File: config.mk
export PLATFORM = sky130hd
export DESIGN_NAME = prog_loader
export DESIGN_NICKNAME = d
export VERILOG_FILES = /design/src/rtl/prog_loader.sv
export SDC_FILE = /design/constraint.sdc
export NUM_CORES = 1
export LEC_CHECK = 0
export CAP_MARGIN = 40
export CORE_AREA = 4 4 82 122
export DETAILED_ROUTE_END_ITERATION = 10
export DIE_AREA = 0 0 86 126
export GPL_TIMING_DRIVEN = 0
export PLACE_DENSITY = 0.84
export SLEW_MARGIN = 20
export SYNTH_ARGS = -nofsm -noshare
export SYNTH_HDL_FRONTEND = slang
export SYNTH_SLANG_ARGS = --single-unit
File: constraint.sdc
create_clock -name clk -period 5.71 [get_ports clk]
set_clock_uncertainty 0.1 [all_clocks]
set_input_delay 1.4275 -clock clk [delete_from_list [all_inputs] [get_ports clk]]
set_output_delay 1.4275 -clock clk [all_outputs]
set_load 0.01 [all_outputs]
File: src/rtl/prog_loader.sv
`default_nettype none
// +----------------------------------------------------------------------------+
// | Module   : prog_loader                                                     |
// | Purpose  : Boot loader. Receives a byte stream made of a 32-bit word count |
// |            followed by little-endian 32-bit words. Each word is written to |
// |            instruction memory at word addresses counting up from 0. The   |
// |            cpu is held in reset until the whole image has been written.   |
// | Revision : 1.0  initial release                                            |
// +----------------------------------------------------------------------------+
module prog_loader #(
    parameter int ADDR_WIDTH = 10
) (
    input  logic                  clk,
    input  logic                  resetn,
    input  logic                  s_valid,
    input  logic [7:0]            s_data,
    output logic                  s_ready,
    input  logic                  load_req,
    output logic                  imem_wr_en,
    output logic [ADDR_WIDTH-1:0] imem_wr_addr,
    output logic [31:0]           imem_wr_data,
    output logic                  cpu_resetn,
    output logic                  done,
    output logic                  error
);

    localparam logic [31:0] MAX_WORDS = 32'd1 << ADDR_WIDTH;

    typedef enum logic [2:0] {
        S_HDR   = 3'd0,
        S_DATA  = 3'd1,
        S_FLUSH = 3'd2,
        S_DONE  = 3'd3,
        S_ERROR = 3'd4
    } state_t;

    state_t                r_state;
    state_t                w_next;
    logic [1:0]            r_byte_cnt;
    logic [31:0]           r_count;
    logic [31:0]           r_word;
    // One extra bit so that an image of exactly MAX_WORDS words can be counted
    logic [ADDR_WIDTH:0]   r_word_idx;

    logic                  w_xfer;
    logic                  w_last_byte;
    logic                  w_last_word;
    logic                  w_restart;
    logic [31:0]           w_hdr;
    logic [31:0]           w_assembled;

    assign s_ready     = (r_state == S_HDR) || (r_state == S_DATA);
    assign w_xfer      = s_valid && s_ready;
    assign w_last_byte = w_xfer && (r_byte_cnt == 2'd3);
    // Bytes arrive LSB first, so shifting in from the top leaves byte 0 at 7:0
    assign w_hdr       = {s_data, r_count[31:8]};
    assign w_assembled = {s_data, r_word[31:8]};
    // r_count is at least 1 whenever DATA is active, so count-1 cannot wrap
    assign w_last_word = (32'(r_word_idx) == (r_count - 32'd1));
    assign w_restart   = load_req && ((r_state == S_DONE) || (r_state == S_ERROR));

    // State register
    always_ff @(posedge clk or negedge resetn) begin
        if (!resetn) begin
            r_state <= S_HDR;
        end else begin
            r_state <= w_next;
        end
    end

    // Next-state decode
    always_comb begin
        w_next = r_state;
        case (r_state)
            S_HDR: begin
                if (w_last_byte) begin
                    if (w_hdr == 32'd0) begin
                        w_next = S_DONE;
                    end else if (w_hdr > MAX_WORDS) begin
                        w_next = S_ERROR;
                    end else begin
                        w_next = S_DATA;
                    end
                end
            end
            S_DATA: begin
                if (w_last_byte && w_last_word) begin
                    w_next = S_FLUSH;
                end
            end
            S_FLUSH: w_next = S_DONE;
            S_DONE:  if (load_req) w_next = S_HDR;
            S_ERROR: if (load_req) w_next = S_HDR;
            default: w_next = S_HDR;
        endcase
    end

    // Byte assembly, word counting, memory write port and registered status
    always_ff @(posedge clk or negedge resetn) begin
        if (!resetn) begin
            r_byte_cnt   <= 2'd0;
            r_count      <= 32'd0;
            r_word       <= 32'd0;
            r_word_idx   <= '0;
            imem_wr_en   <= 1'b0;
            imem_wr_addr <= '0;
            imem_wr_data <= 32'd0;
            cpu_resetn   <= 1'b0;
            done         <= 1'b0;
            error        <= 1'b0;
        end else begin
            imem_wr_en <= 1'b0;

            if (w_xfer) begin
                r_byte_cnt <= r_byte_cnt + 2'd1;
                if (r_state == S_HDR) begin
                    r_count <= w_hdr;
                end else begin
                    r_word <= w_assembled;
                end
            end

            if ((r_state == S_HDR) && w_last_byte) begin
                r_word_idx <= '0;
            end

            if ((r_state == S_DATA) && w_last_byte) begin
                imem_wr_en   <= 1'b1;
                imem_wr_addr <= r_word_idx[ADDR_WIDTH-1:0];
                imem_wr_data <= w_assembled;
                r_word_idx   <= r_word_idx + 1'b1;
            end

            if (w_restart) begin
                r_byte_cnt <= 2'd0;
                r_word_idx <= '0;
            end

            // Status follows the state being entered so it changes on the
            // same edge as the transition itself
            cpu_resetn <= (w_next == S_DONE);
            done       <= (w_next == S_DONE);
            error      <= (w_next == S_ERROR);
        end
    end

endmodule
`default_nettype wire

==> results.md <==
* Outcome: complete, no violations
* Drt wl/cell at 19.7 µm
* CORE AREA at 8880 µm²
* Postcts setup bufs at 0
* Crit share post-route at 60.9%
* Post-synth top area share at 54.6%
* DR vias/cell at 6.21
* Final Non-Filler Cells at 684
* Mean Syn Cell Area at 11.1 µm²
* Flops & latches, synth at 117
* Critical Path Source: s_data[0]
* Crit path max fanout at 4
* Post-DRT Antenna Nets at 0
* EDFF count, synth at 0
* Gate Count Post-Synth at 482
* CP Data Required Time at 5900 ps
* Maxcap violations at 0
* Row cnt at 42
* Top Ports at 59
* Warnings, synthesis at 0
* Worst-Margin Slew at 617 ps
* First-pass GRT wire length at 22800 µm
* Starting Density at 60.4%
* Synth Cell Area at 5360 µm²
* WP data arrival at 3660 ps
* Via Count at 4247
* DRC at 0
* Min-Delay Path Class: register to register
* Mapped Nets at 497
* GPL Wtd Cong at 0.923
* DP Cell Count at 651
* Diodes inserted at 0
* Main synth FF type: dfrtp_1
* CTS clk-pin slew, worst paths at 60 ps
* H-Tree Depth at 4
* Power per Cell Area at 511 nW/µm²
* Net count, final at 576
* DRT iter0 DRCs at 332
* Vias in the first global route at 4489
* Setup Viol. Count Final at 0
* Most common cell after layout, fill and taps aside: dfrtp_1
* Die area at 10800 µm²
* WHS at 368 ps
* Die span in x at 86 µm
* GR Overflow Total at 0
* Post_cts resized at 0
* Final period demand of the worst path at 3480 ps
* Inserted Clock Buffers at 17
* R2R cell count at 9
* Synth top area cells: dfrtp_1 (55%), mux2_2 (15%), nand2_1 (6.4%), o21ai_0 (2.2%), nor2_1 (1.7%)
* R2R Setup Slk at 2980 ps
* Peak supply drop at 0.412 mV
* CTS sink count at 117
* Worst-case clock buffer depth at 2
* RSZ-0062 raised after global routing: no
* Critical R2R Capture: r_state[1]
* Routed wire length at 13500 µm
* Post-detail-place hpwl at 8950 µm
* GR Util All Layers at 27.0%
* Worst flop-to-flop path startpoint: r_count[0]
* Leakage at 3.08 nW
* Pins Over Slew Limit at 0
* Clock Latency Late Sink at 410 ps
* Distinct cells, synth at 54
* Antenna violations before repair at 0
* Ys async rst share at 100%
* Root Buffer: clkbuf_16
* Die H at 126 µm
* Cell taking the most area after synthesis: dfrtp_1
* CTS tree: done
* CP startpoint kind: primary input
* Final Hold Fails at 0
* Launch point of the worst hold path: r_word[13]
* Critical Path Sink Type: register
* Register area share after synthesis at 54.6%
* CP Class: primary input to register
* Worst setup path end: error
* # port buffers at 58
* Fmax at 0.288 GHz
* Post-cts hold buffer count at 0
* Largest net degree at the start of global routing at 82
* Finished Core Util at 75.8%
* Fraction of layout cells with a size suffix above 1 at 22.0%
* Most frequent cells in the layout: dfrtp_1 (117), nand2_1 (92), mux2_2 (71), clkdlybuf4s50_1 (57)
* DR pass1 iterations at 5
* Layout area overhead at 25.5%
* Slew Limit Headroom at 58.7%
## synthesized netlist by cell type, types with 2 or more instances
cell	instances
nor3_1	13
nor4b_1	2
buf_2	7
dfrtp_1	117
nand4_1	6
ha_1	3
o21ai_0	24
and4b_1	2
a21oi_1	6
buf_6	3
or2_2	2
nor2_1	24
a211oi_1	2
inv_1	5
clkbuf_1	7
nand3b_1	6
xnor2_1	9
xor2_1	5
buf_1	2
nand4b_1	2
a31oi_1	4
or4_1	3
nor4_2	3
or3_1	3
nand2_1	92
and3_1	8
o31ai_1	7
nand2b_1	4
mux2_2	71
nor4_1	5
o211ai_1	3
nand3_1	9
and2_1	2
## logic make-up after synthesis
group | share of synthesized area (%)
xor gates and xnor gates | 2.29
adders and majority gates | 0.700
muxes | 14.9
AOI/OAI and AO/OA | 7.05
and+or+nand+nor | 18.0
DFF | 54.6
buffers and inverters | 2.47
## report_power, final
| group | leakage [nW] | total [mW] | internal [mW] | switching, mW |
|---|---|---|---|---|
| clock | 0.293 | 1.09 | 0.701 | 0.390 |
| combinational | 1.29 | 1.07 | 0.528 | 0.540 |
| sequential | 1.49 | 1.28 | 1.06 | 0.221 |
| total | 3.08 | 3.44 | 2.29 | 1.15 |
## per-stage QoR
step	total power, mW	cell area, µm²	worst slack [ps]	setup TNS (ps)
2_1_floorplan	1.84	5360	2910	0
3_3_place_gp	2.26	6080	-1120	-129520
3_5_place_dp	2.31	6110	1870	0
4_1_cts	3.44	6720	2320	0
5_1_grt	3.62	6730	2060	0
6_report	3.44	6730	2230	0
## worst max-delay path: stages
cell             delay, ps
clkdlybuf4s50_1        510
nor4_1                 420
nand4_1                150
nor3_1                 350
nor4b_1                450
a2bb2oi_1              280
nor3_1                  80
## flip-flops by register name, summed over array words and instances, names as in the netlist
signal,flops
r_count,32
imem_wr_data,32
imem_wr_addr,10
imem_wr_en,1
done,1
r_state,3
r_word_idx,11
r_byte_cnt,2
error,1
r_word,24
## how the worst min path moves through the flow
stage | end | cells past startpoint | slack, ps
finish | imem_wr_data[5] | 2 | 370
global route | imem_wr_data[13] | 2 | 400
CTS | imem_wr_data[5] | 2 | 370
detailed placement | imem_wr_data[5] | 2 | 360
global placement | imem_wr_data[1] | 2 | 350
floorplan | imem_wr_data[0] | 2 | 330
## area by class of cell
cell class                 count  area (µm²)
buffer                        20         110
timing repair buffer          60         617
fill                         562        2150
clock buffer                  18         439
clock inverter                14         175
tap                          110         138
multi-input combinational    339        2300
sequential                   117        2930
inverter                       6        22.5
## layer usage
layer | up-vias | share of wire, % | global-route usage, %
met5 | - | 0 | 0
met4 | 0 | 3.4 | 11.7
met3 | 42 | 5.3 | 7.91
met2 | 183 | 54 | 47.9
met1 | 2140 | 37 | 29.4
li1 | 1882 | - | -
(Power assumes the default switching activity.)
==> variant 1, RTL diff (same flow settings) <==
The 5 states of `state_t` get a one-hot encoding in 5 bits.
--- a/src/rtl/prog_loader.sv
+++ b/src/rtl/prog_loader.sv
@@ -27,10 +27,10 @@
     localparam logic [31:0] MAX_WORDS = 32'd1 << ADDR_WIDTH;
 
-    typedef enum logic [2:0] {
-        S_HDR   = 3'd0,
-        S_DATA  = 3'd1,
-        S_FLUSH = 3'd2,
-        S_DONE  = 3'd3,
-        S_ERROR = 3'd4
+    typedef enum logic [4:0] {
+        S_HDR   = 5'b00001,
+        S_DATA  = 5'b00010,
+        S_FLUSH = 5'b00100,
+        S_DONE  = 5'b01000,
+        S_ERROR = 5'b10000
     } state_t;
 
Function: same outputs for any inputs over 10 cycles, from zero or initial values and one cycle with resetn low; not proved beyond that.
==> variant 1 against the original RTL <==
  * Synthesized area hardly changed
  * Design area is 0.69% lower
  * Wire length is 3.7% lower
  * First-iteration DRC count is 1.8% higher
  * Utilization is 0.52 points lower
  * Synthesized cell count is 6.4% higher
  * Worst setup slack hardly changed
  * Total power is 21% lower
  * Count of clock-buffer cells in the layout is 1 higher
  * Hold slack better by 0.0053 ns
  * Register-to-register slack worse by 0.08 ns
  * Sequential cell count is 2 higher
  * Sequential share of layout area is 1.1 points higher
==> variant 1: results (changes against the original RTL) <==
Pwr
  • Clock power frac: 0.388 (was 0.318)
  • Pint: 1.88 mW (was 2.29 mW)
  • Leakage: 3.11 nW (was 3.08 nW)
  • Peak supply drop: 0.312 mV (was 0.412 mV)
  • Share of power burned in registers: 0.415 (was 0.372)

Setup path
  • Data arrival time of the worst path: 1.95 ns (was 3.66 ns)
  • CP max stage delay: 0.56 ns (was 0.51 ns)
  • Delay-heaviest family, CP: buffers and inverters (was simple AND/OR/NAND/NOR gates)
  • Worst-path maximum fanout: 5 (was 4)

STA
  • Slew margin rel.: 0.405 (was 0.587)

Placement
  • Post-DP HPWL: 9.14 mm (was 8.95 mm)
  • Port Buffers: 57 (was 58)
  • Pre-CTS setup slack: 2.24 ns (was 1.87 ns)
  • GPL Wtd Cong: 0.851 (was 0.923)

Route
  • Wire length on met3: 664 um (was 716 um)
  • Vias per inst: 5.81 (was 6.21)
  • DR WL met2: 6.97 mm (was 7.29 mm)
  • Final wirelength: 13.0 mm (was 13.5 mm)
  • Met1 wire length: 4.83 mm (was 5.02 mm)
  • 1st-iter DRT viols: 338 (was 332)

Synth
  • Post-synth top cells: 138 x nand2_1, 118 x dfrtp_1, 55 x mux2_2 (was 117 x dfrtp_1, 92 x nand2_1, 71 x mux2_2)
  • Yosys cell types: 55 (was 54)
  • Syn nets: 528 (was 497)
  • Fraction of registers with async set/reset: 1.00 (unchanged)
  • Largest cells by area after synthesis: dfrtp_1 55%, mux2_2 12%, nand2_1 9.7%, xnor2_1 2.0%, nor2_1 1.8% (was dfrtp_1 55%, mux2_2 15%, nand2_1 6.4%, o21ai_0 2.2%, nor2_1 1.7%)
  • Sequential fraction of the synthesis area: 0.556 (was 0.546)

GRT
  • Total GRT Usage: 0.259 (was 0.270)
  • GR Layer Usage met3: 0.0752 (was 0.0791)
  • Met2 Usage GRT: 0.450 (was 0.479)
  • Largest net degree at the start of global routing: 72 (was 82)
  • Met1 usage: 0.286 (was 0.294)
  • Global-route wire length before repair: 21.7 mm (was 22.8 mm)

Min path
  • Hold Crit Class: flop to flop (unchanged)

Cells and area
  • Nets: 605 (was 576)
  • Fillers: 563 (was 562)
  • Ratio of cells with drive above 1 in the final layout: 0.177 (was 0.220)

Outcome
  • Status: complete, no violations (unchanged)

Clock network
  • Clock Tree Buf Depth: 2 (unchanged)
## variant 1: per-stage QoR
| stage | cells | hold slack (ns) | cell area [sq um] | power, mW | utilization |
|---|---|---|---|---|---|
| after CTS | 713 | 0.377 | 6690 | 2.72 | 0.753 |
| after detailed placement | 681 | 0.361 | 6100 | 1.66 | 0.686 |
| after global routing | 713 | 0.410 | 6690 | 2.84 | 0.753 |
| final | 713 | 0.373 | 6690 | 2.71 | 0.753 |
| after floorplan | 513 | 0.333 | 5360 | 1.48 | - |
| after global placement | 680 | 0.350 | 6070 | 1.62 | 0.683 |
## variant 1: kinds of logic after synthesis
group,after synthesis,synth area share
AOI/OAI and AO/OA,44,0.0535
and+or+nand+nor,238,0.209
buffers and inverters,34,0.0264
muxes,56,0.117
DFF,119,0.556
adders and majority gates,3,0.00701
xor gates and xnor gates,19,0.0311
## variant 1: area by class of cell
class                   count  area, sq um  share of cell area
repair buffers             58          599              0.0897
inverters                   7         26.3             0.00393
clock inverters            13          146              0.0219
plain buffers              27          115              0.0172
multi-input cells         360         2240               0.335
well taps                 110          138              0.0206
flip-flops and latches    119         2980               0.446
clock buffers              19          443              0.0663
## variant 1: worst paths after layout
check | from | end | slack, ns | cells after the start
max | r_state[3]$_DFF_PN0_ | s_ready | 2.23 | 3
min | imem_wr_addr[5]$_DFFE_PN0P_ | imem_wr_addr[5]$_DFFE_PN0P_ | 0.37 | 2
max reg2reg | r_count[0]$_DFFE_PN0P_ | r_state[1]$_DFF_PN0_ | 2.90 | 8
min reg2reg | imem_wr_addr[5]$_DFFE_PN0P_ | imem_wr_addr[5]$_DFFE_PN0P_ | 0.37 | 2
max in group asynchronous | resetn | r_count[22]$_DFFE_PN0P_ | 3.97 | 2
min in group asynchronous | resetn | r_word_idx[7]$_DFFE_PN0P_ | 0.85 | 1
==> variant 2, RTL diff (same settings) <==
Made on the original files. Set the parameter `ADDR_WIDTH` to 9 (it was 10).
--- a/src/rtl/prog_loader.sv
+++ b/src/rtl/prog_loader.sv
@@ -9,5 +9,5 @@
 // +----------------------------------------------------------------------------+
 module prog_loader #(
-    parameter int ADDR_WIDTH = 10
+    parameter int ADDR_WIDTH = 9
 ) (
     input  logic                  clk,
Interface: changed (resized imem_wr_addr); port bits go from 59 to 58. The function was not compared with the original's and may differ.
==> variant 2 against the original RTL <==
  * Total power fell by 18%
  * Combinational power decreased by 42%
  * Register-to-register slack got worse by 0.55 ns
  * Sequential cell count shrank 2
  * Non-clock buffer count increased by 3
  * Design area is 1.4% lower
  * Via count is 0.31% higher
  * Sequential power decreased by 15%
  * Synthesized area is 1.3% lower
  * Wire length shrank 1.1%
  * Worst setup slack improved by 0.0055 ns
  * Cell count rose by 3.7%
  * Critical path type unchanged
==> variant 2: results (changes against the original RTL) <==
GRT
  • Largest net degree at the start of global routing: 60 (was 82)
  • Number of global-route vias before repair: 4,503 (was 4,489)
  • GR Layer Usage met3: 0.0582 (was 0.0791)
  • Global-route wire length before repair: 22.1 mm (was 22.8 mm)
  • Met1 usage: 0.298 (was 0.294)
  • Total GRT Usage: 0.262 (was 0.270)
  • Met2 Usage GRT: 0.459 (was 0.479)

Synth
  • Synth Instances: 510 (was 482)
  • Yosys cell types: 51 (was 54)
  • Sequential fraction of the synthesis area: 0.544 (was 0.546)
  • Post-synth top cells: 141 x nand2_1, 115 x dfrtp_1, 54 x mux2_2 (was 117 x dfrtp_1, 92 x nand2_1, 71 x mux2_2)

Setup path
  • Flop2flop setup slack: 2.43 ns (was 2.98 ns)
  • Worst-path maximum fanout: 10 (was 4)
  • Worst reg-to-reg path cell count: 8 (was 9)
  • Setup crit end: r_count[15]$_DFFE_PN0P_ (was error$_DFF_PN0_)
  • Critical path startpoint: s_valid (was s_data[0])
  • Reg-to-Reg Start: r_count[8]$_DFFE_PN0P_ (was r_count[0]$_DFFE_PN0P_)

Pwr
  • Net Switching: 0.784 mW (was 1.15 mW)
  • Combinational gate power: 0.619 mW (was 1.07 mW)
  • Leakage: 3.16 nW (was 3.08 nW)

Route
  • DR WL met2: 7.21 mm (was 7.29 mm)
  • Wire length on met3: 622 um (was 716 um)

Min path
  • Hold EP: imem_wr_data[30]$_DFFE_PN0P_ (was imem_wr_data[5]$_DFFE_PN0P_)
  • Hold path start: imem_wr_data[30]$_DFFE_PN0P_ (was r_word[13]$_DFFE_PN0P_)

Cells and area
  • Post-route insts no fill: 709 (was 684)
  • Ratio of cells with drive above 1 in the final layout: 0.165 (was 0.220)
  • Fillers: 574 (was 562)

STA
  • Worst Tran Pin Value: 0.850 ns (was 0.617 ns)
  • Min Hold Slack: 0.370 ns (was 0.368 ns)

Placement
  • Pre-CTS setup slack: 1.87 ns (about the same)
  • Port Buffers: 57 (was 58)
  • GPL Wtd Cong: 0.870 (was 0.923)
  • DP Area: 0.00603 sq mm (was 0.00611 sq mm)

Outcome
  • Status: complete, no violations (unchanged)
## variant 2: cell type report
class | count | area, sq um | area share
flip-flops and latches | 115 | 2880 | 0.434
multi-input cells | 366 | 2290 | 0.346
repair buffers | 58 | 599 | 0.0903
clock buffers | 21 | 450 | 0.0679
clock inverters | 10 | 158 | 0.0238
well taps | 110 | 138 | 0.0207
plain buffers | 25 | 104 | 0.0156
inverters | 4 | 15.0 | 0.00226
## variant 2: critical path: stages
cell,delay [ns]
clkdlybuf4s50_1,0.54
nand2_1,0.13
nor2_1,0.68
clkbuf_1,0.48
mux2_2,0.40
## variant 2: logic make-up after synthesis
group                      share of synthesized area
adders and majority gates                    0.00709
buffers and inverters                         0.0225
DFF                                            0.544
muxes                                          0.115
xor gates and xnor gates                      0.0314
and+or+nand+nor                                0.214
AOI/OAI and AO/OA                             0.0662
